**config.mk**
```make
export PLATFORM = sky130hd
export DESIGN_NAME = key10_debounce
export DESIGN_NICKNAME = d
export VERILOG_FILES = /design/src/rtl/key10_debounce.sv
export SDC_FILE = /design/constraint.sdc
export NUM_CORES = 1
export LEC_CHECK = 0
export CAP_MARGIN = 5
export CORE_MARGIN = 1
export CORE_UTILIZATION = 50
export CTS_BUF_LIST = sky130_fd_sc_hd__clkbuf_4 sky130_fd_sc_hd__clkbuf_8 sky130_fd_sc_hd__clkbuf_16
export CTS_CLUSTER_DIAMETER = 150
export DETAILED_ROUTE_END_ITERATION = 12
export PLACE_DENSITY = 0.74
export SYNTH_ARGS = -nofsm -noshare
export SYNTH_HDL_FRONTEND = slang
export SYNTH_SLANG_ARGS = --single-unit
```
**constraint.sdc**
```tcl
create_clock -name clk -period 1.7 [get_ports clk]
set_clock_uncertainty 0.1 [all_clocks]
set_input_delay 0.34 -clock clk [delete_from_list [all_inputs] [get_ports clk]]
set_output_delay 0.34 -clock clk [all_outputs]
set_load 0.01 [all_outputs]
```
**src/rtl/key10_debounce.sv**
```systemverilog
// key10_debounce: synchronizes the raw keypad lines and debounces them as one
// vector. The debounced vector drives the BCD priority encoder; press/release
// strobes mark transitions between the all-zero and non-zero key vectors.
module key10_debounce #(
  parameter int WIDTH           = 10,
  parameter int DEBOUNCE_CYCLES = 120000,
  parameter int CNT_W           = $clog2(DEBOUNCE_CYCLES)
) (
  input  logic             clk,
  input  logic             rst,
  input  logic [WIDTH-1:0] i,
  output logic [WIDTH-1:0] o,
  output logic             o_press,
  output logic             o_release
);

  localparam logic [CNT_W-1:0] CNT_MAX = CNT_W'(DEBOUNCE_CYCLES - 1);

  typedef enum logic {ST_STABLE, ST_COUNT} state_t;

  state_t           state_q, state_d;
  logic [WIDTH-1:0] s1_q, s2_q;
  logic [WIDTH-1:0] cand_q, cand_d;
  logic [CNT_W-1:0] cnt_q, cnt_d;
  logic [WIDTH-1:0] o_q, o_d;
  logic             press_q, press_d;
  logic             release_q, release_d;

  // Two-flop synchronizer; only s2_q is used past this point.
  always_ff @(posedge clk) begin
    if (rst) begin
      s1_q <= '0;
      s2_q <= '0;
    end else begin
      s1_q <= i;
      s2_q <= s1_q;
    end
  end

  // Debounce state, candidate, counter, output vector and strobe registers.
  always_ff @(posedge clk) begin
    if (rst) begin
      state_q   <= ST_STABLE;
      cand_q    <= '0;
      cnt_q     <= '0;
      o_q       <= '0;
      press_q   <= 1'b0;
      release_q <= 1'b0;
    end else begin
      state_q   <= state_d;
      cand_q    <= cand_d;
      cnt_q     <= cnt_d;
      o_q       <= o_d;
      press_q   <= press_d;
      release_q <= release_d;
    end
  end

  // Any change at s2 (re)loads the candidate and restarts the count; once the
  // candidate has held for the full window it is copied to the output. The
  // strobes only care about the all-zero boundary, so roll-over between
  // non-zero vectors (or a bounce back to the old value) is silent.
  always_comb begin
    state_d   = state_q;
    cand_d    = cand_q;
    cnt_d     = cnt_q;
    o_d       = o_q;
    press_d   = 1'b0;
    release_d = 1'b0;
    case (state_q)
      ST_STABLE: begin
        if (s2_q != cand_q) begin
          cand_d  = s2_q;
          cnt_d   = '0;
          state_d = ST_COUNT;
        end
      end
      ST_COUNT: begin
        if (s2_q != cand_q) begin
          cand_d = s2_q;
          cnt_d  = '0;
        end else if (cnt_q == CNT_MAX) begin
          o_d       = cand_q;
          press_d   = (o_q == '0) && (cand_q != '0);
          release_d = (o_q != '0) && (cand_q == '0);
          state_d   = ST_STABLE;
        end else begin
          cnt_d = cnt_q + CNT_W'(1);
        end
      end
      default: state_d = ST_STABLE;
    endcase
  end

  assign o         = o_q;
  assign o_press   = press_q;
  assign o_release = release_q;

endmodule

```
==> results of run 1 <==
final cells by class:
class                           count  area (µm²)
Clock buffer                       11         139
Clock inverter                      5        85.1
Fill cell                         337        1330
Inverter                            1        3.75
Multi-Input combinational cell    178        1320
Sequential cell                    60        1220
Tap cell                           67        83.8
Timing Repair Buffer               63         548
kinds of logic after synthesis:
group | Yosys count
multiplexers | 10
flip-flops | 60
adder cells (fa/ha/maj) | 1
AO/OA/AOI/OAI | 20
buffers and inverters | 13
AND/OR/NAND/NOR | 128
XOR/XNOR | 17
power by group through the flow:
stage	clock network [mW]	logic (mW)	registers (mW)
after floorplan	0	0.0955	1.48
after global placement	0	0.155	1.48
after detailed placement	0	0.156	1.48
after CTS	1.46	0.165	1.45
after global routing	1.52	0.218	1.46
final	1.44	0.205	1.46
stage by stage:
step,power [mW],hold WS (ns)
5_1_grt,3.20,0.349
2_1_floorplan,1.58,0.314
6_report,3.10,0.336
4_1_cts,3.08,0.341
3_3_place_gp,1.64,0.318
3_5_place_dp,1.64,0.322
layout by cell type, fill, tap and decap left out, drive strengths merged, types with 3 or more instances in the layout:
cell	instances
dfxtp	60
buf	40
nor2b	30
nand2b	17
xnor2	14
clkdlybuf4s50	13
nand3	12
nor2	11
clkbuf	11
mux2i	10
a21oi	10
nand2	9
nand4	9
or3	8
o21ai	7
nor4	7
nor3	7
dlymetal6s2s	6
and4	5
dlygate4sd2	4
or4	4
or2b	3
xor2	3
and3	3
flip-flops by register name, summed over array words and instances (netlist names):
register and cells:
s1_q 10, o_release 1, cnt_q 17, cand_q 10, state_q 1, o 10, s2_q 10, o_press 1
cells in the mapped netlist (all sizes together) (2+ instances only):
master and count:
nor3 7, nand3 12, xor2 3, buf 5, clkbuf 7, and4 5, or4 2, a21oi 10
dfxtp 60, nor2b 30, nand2 9, nand4 9, or2b 3, and3 3, nor2 11, o21ai 7
xnor2 14, nor4 7, or3 8, and4bb 2, nand2b 17, mux2i 10
final timing paths:
path | slack (ns) | from | end | cells past startpoint
worst max-delay path | -0.15 | cnt_q[1]$_SDFFE_PP0P_ | o[1]$_SDFFE_PP0P_ | 6
worst min register to register | 0.34 | s1_q[9]$_SDFF_PP0_ | s2_q[9]$_SDFF_PP0_ | 1
worst min-delay path | 0.34 | s1_q[9]$_SDFF_PP0_ | s2_q[9]$_SDFF_PP0_ | 1
worst max register to register | -0.15 | cnt_q[1]$_SDFFE_PP0P_ | o[1]$_SDFFE_PP0P_ | 6
worst max-delay path, cell delays in order (launching register included):
cell	delay, ns
dfxtp_2	0.35
ha_4	0.14
and3_4	0.18
nand4_1	0.15
nor4_4	0.47
buf_6	0.19
mux2i_1	0.19
timing repair:
item,CTS,global route
gates resized for setup,21,30
endpoints found under the setup margin,19,35
hold endpoints to repair,0,0
cloned,1,2
pin swaps,4,16
buffers inserted,0,5
per-layer routing:
metal | vias to the layer above | global-route usage [%] | part of all wire (%)
met5 | - | 0 | 0
met4 | 0 | 11.5 | 3.3
met3 | 17 | 8.06 | 5.3
met2 | 68 | 31.8 | 48
met1 | 945 | 26.6 | 44
li1 | 1002 | - | -
==> flow_summary.yaml, run 1 <==
outcome:
  outcome: "complete, but fails checks"
  violations: "setup timing"
route:
  wl_per_cell_um: 14.6
  drt_iter0_markers: 77
  final_antenna_net_count: 0
  vias_per_cell: 5.28
  vias: 2032
  finalWirelength_um: 5620
  drc: 0
  drt_first_pass_iters: 4
die:
  die_h_um: 72.0
  die-area_mm2: 0.00518
  io_pins: 24
  core_mm2: 0.00472
  std_cell_rows: 25
  initial_core_util_pct: 51.8
  die_w_um: 72.0
sta:
  setup_tns_ns: -2.21
  fmax_mhz: 541
  fin_crit_ns: 1.85
  rsz0062_at_grt: "yes"
  slew_violations: 0
  fin_crit_sh_pct: 109
  worst_slew_pin_slew_ns: 0.619
  timing.final.ws_setup_ns: -0.147
  hold_violations: 0
  setup_viol: 27
  slew_headroom_pct: 58.4
pwr:
  p_per_area_mw_per_mm2: 912
  pwr-share-clk_pct: 46.3
  p_int_mw: 2.41
  seqPwrFrac_pct: 47.1
  ir_worst_vdd_uv: 804
  swShare_pct: 22.2
  p_leak_nw: 1.34
  netSwitchingPower_uw: 689
  pwr-share-comb_pct: 6.6
global_routing:
  grtUsageTotal_pct: 21.3
  overflow: 0
  grt_pass1_wl_um: 8180
  grt_max_degree: 52
  antenna_found_initial: 0
  grt_pass1_vias: 1766
min_path:
  hp-class: "reg2reg"
yosys:
  synth_enable_flop_cells: 0
  syn_area_per_cell_um2: 9.83
  async_flop_share_pct: 0
  synth-xor-area-share_pct: 6.08
  synth_ff_type: "dfxtp_1"
  synth.top_cell.area_share_pct: 49.1
  synthesis.nets: 262
  yosysUniqueCellTypes: 39
  synth-seq-cells: 60
  synth_largest_area_cell: "dfxtp_1"
  seq_area_frac_synth_pct: 49.1
  synth_top_family_by_area: "simple AND/OR/NAND/NOR gates"
  synthTopCellsByArea: "dfxtp_1 (49%), nor2b_1 (7.7%), xnor2_1 (5.0%), nand2b_1 (4.3%), mux2i_1 (4.1%)"
  synthMuxAreaShare_pct: 4.09
  syn-cell-area_mm2: 0.00245
  synthAdderAreaFrac_pct: 0.511
  synth-simple-area-share_pct: 32.7
  netlist_instances: 249
  ys_warn_count: 0
  synth_compound_area_share_pct: 4.70
placement:
  gp_congestion: 0.802
  dpl_cell_area_mm2: 0.00298
  placedCellCount: 361
  io_buffers: 23
  dp_slack_ns: -0.123
  place_hpwl_um: 3200
setup_path:
  cp_data_arrival_time_ns: 2.01
  critPathLaunchType: "register"
  endpoint_kind: "register"
  crit_fanout: 5
  worstPathRequired_ns: 1.86
  crit_type: "reg2reg"
layout:
  drive_gt1_share_pct: 32.4
  diodes: 0
  nets: 326
  final_util_pct: 71.9
  design_area_mm2: 0.00340
  fin_cells: 385
  area_growth_pct: 38.8
clock_network:
  cts_htree_levels: 3
  cts_tree: "built"
  clk_pin_slew_ns: 0.07
  clk_latency_ns: 0.34
  cts_buffers: 9
  ctsHoldBuffers: 0
  clock-sinks: 60
  root_buffer: "clkbuf_8"
  clockBufferDepth: 2
flow_run:
  cap_viol_max_count: 0
Note: power is estimated with default switching activity, not from simulation.
==> run 2, diff against run 1 <==
CORE_UTILIZATION = 30   (was 50)
CTS_CLUSTER_DIAMETER = default   (was 150)
PLACE_DENSITY = default   (was 0.74)
==> flow_summary.yaml, run 2 (synthesis gave the netlist of run 1 again) <==
setup_path:
  max_stage_delay_ns: 0.61
  crit_type: "reg2reg"
  crit_fanout: 5
  r2r-start: "cand_q[1]$_SDFFE_PP0P_"
  worstPathRequired_ns: 1.84
  startpoint: "cand_q[1]$_SDFFE_PP0P_"
  endpoint_kind: "register"
  cp_cell_sequence: "xnor2_2, nand4_1, or4_4, a2111oi_4"
  cp_data_arrival_time_ns: 1.86
  critPathLaunchType: "register"
  slowest_stage: "or4_4"
pwr:
  ir_worst_vdd_uv: 322
  netSwitchingPower_uw: 649
  pwr-share-comb_pct: 6.0
  swShare_pct: 23.5
  p_per_area_mw_per_mm2: 846
  p_leak_nw: 1.20
  p_int_mw: 2.12
  pwr-share-clk_pct: 41.4
  p_total_mw: 2.77
  seqPwrFrac_pct: 52.6
die:
  core_mm2: 0.00781
  std_cell_rows: 32
  die-area_mm2: 0.00853
  io_pins: 24
  die_h_um: 92.3
  die_w_um: 92.3
  initial_core_util_pct: 31.4
layout:
  nets: 314
  area_growth_pct: 33.5
  top_register: "cnt_q"
  largest_reg_flops: 17
  final_cell_mix: "dfxtp_1 (45), nor2b_1 (30), buf_4 (29), nand2b_1 (17), dfxtp_2 (15)"
  fin_cells: 408
  design_area_mm2: 0.00327
  drive_gt1_share_pct: 29.7
  final_common_cell: "dfxtp_1"
  diodes: 0
sta:
  fmax_mhz: 581
  fin_crit_ns: 1.72
  slew_headroom_pct: 57.9
  fin_crit_sh_pct: 101
  timing.final.ws_setup_ns: -0.0205
  hold_violations: 0
  worst_slew_pin_slew_ns: 0.626
  rsz0062_at_grt: "yes"
  setup_viol: 4
  slew_violations: 0
placement:
  dp_slack_ns: -0.103
  place_hpwl_um: 3370
  dpl_cell_area_mm2: 0.00298
  io_buffers: 23
  gp_congestion: 0.775
  placedCellCount: 389
min_path:
  hold_path_startpoint: "s1_q[3]$_SDFF_PP0_"
  hp-class: "reg2reg"
route:
  final_antenna_net_count: 0
  wl_per_cell_um: 11.7
  vias_per_cell: 4.62
  vias: 1883
  drt_first_pass_iters: 4
  drt_iter0_markers: 78
  drc: 0
  finalWirelength_um: 4760
flow_run:
  cap_viol_max_count: 0
clock_network:
  cts_buffers: 9
  ctsHoldBuffers: 0
  clk_latency_ns: 0.34
  root_buffer: "clkbuf_8"
  clock-sinks: 60
  cts_tree: "built"
  cts_htree_levels: 3
  clk_pin_slew_ns: 0.07
  clockBufferDepth: 2
global_routing:
  grt_max_degree: 52
  antenna_found_initial: 0
  grt_pass1_wl_um: 8210
  grt_pass1_vias: 1814
  overflow: 0
  grtUsageTotal_pct: 12.5
outcome:
  violations: "setup timing"
  outcome: "complete, but fails checks"
-- run 2: layer usage --
metal	routed length [µm]	GRT usage, %	up-vias
met3	193	5.01	2
met4	43	5.86	0
li1	-	-	978
met1	2460	16.2	869
met5	0	0	-
met2	2070	18.1	34
-- run 2: path summary, 6_finish.rpt --
path	endpoint	slack [ns]	cells after the start
worst min-delay path	s2_q[3]$_SDFF_PP0_	0.34	1
worst max register to register	o_release$_SDFF_PP0_	-0.02	4
worst min register to register	s2_q[3]$_SDFF_PP0_	0.34	1
worst max-delay path	o_release$_SDFF_PP0_	-0.02	4
-- run 2: per-stage QoR --
| step | utilization, % | hold slack [ns] | setup TNS [ns] |
|---|---|---|---|
| floorplan | - | 0.314 | 0 |
| global placement | 38.2 | 0.319 | -1.42 |
| detailed placement | 38.2 | 0.320 | -1.45 |
| CTS | 40.8 | 0.339 | -0.0386 |
| global route | 41.9 | 0.354 | -2.09 |
| finish | 41.9 | 0.338 | -0.0358 |
-- run 2: repair_timing --
item | in CTS | in global routing
setup endpoints to repair | 27 | 31
pin swaps | 6 | 4
hold endpoints to repair | 0 | 0
resized for setup | 15 | 25
buffers inserted | 2 | 1
-- run 2: power groups by stage --
| stage | sequential [mW] | clock, mW | combinational [mW] |
|---|---|---|---|
| 3_5_place_dp | 1.49 | 0 | 0.150 |
| 5_1_grt | 1.46 | 1.27 | 0.182 |
| 3_3_place_gp | 1.49 | 0 | 0.149 |
| 6_report | 1.46 | 1.14 | 0.166 |
| 2_1_floorplan | 1.48 | 0 | 0.0955 |
| 4_1_cts | 1.45 | 1.19 | 0.158 |
-- run 2: final cells by class --
class	count	area (µm²)
Clock buffer	11	145
Clock inverter	5	36.3
Fill cell	773	4540
Inverter	1	3.75
Multi-Input combinational cell	176	1270
Sequential cell	60	1220
Tap cell	102	128
Timing Repair Buffer	53	463
-- run 2: critical path, delay by kind of cell (launching register included) --
kind                      cells  cell delay, ns
xor gates and xnor gates      1            0.15
AOI/OAI and AO/OA             1            0.28
DFF                           1            0.34
and+or+nand+nor               2            0.76
==> run 3, diff against run 2 <==
PLACE_DENSITY = 0.6   (was default)
SLEW_MARGIN = 20   (was default)
==> results of run 3 <==
Same layout as run 2: the final DEF is identical, and so are final timing and power.
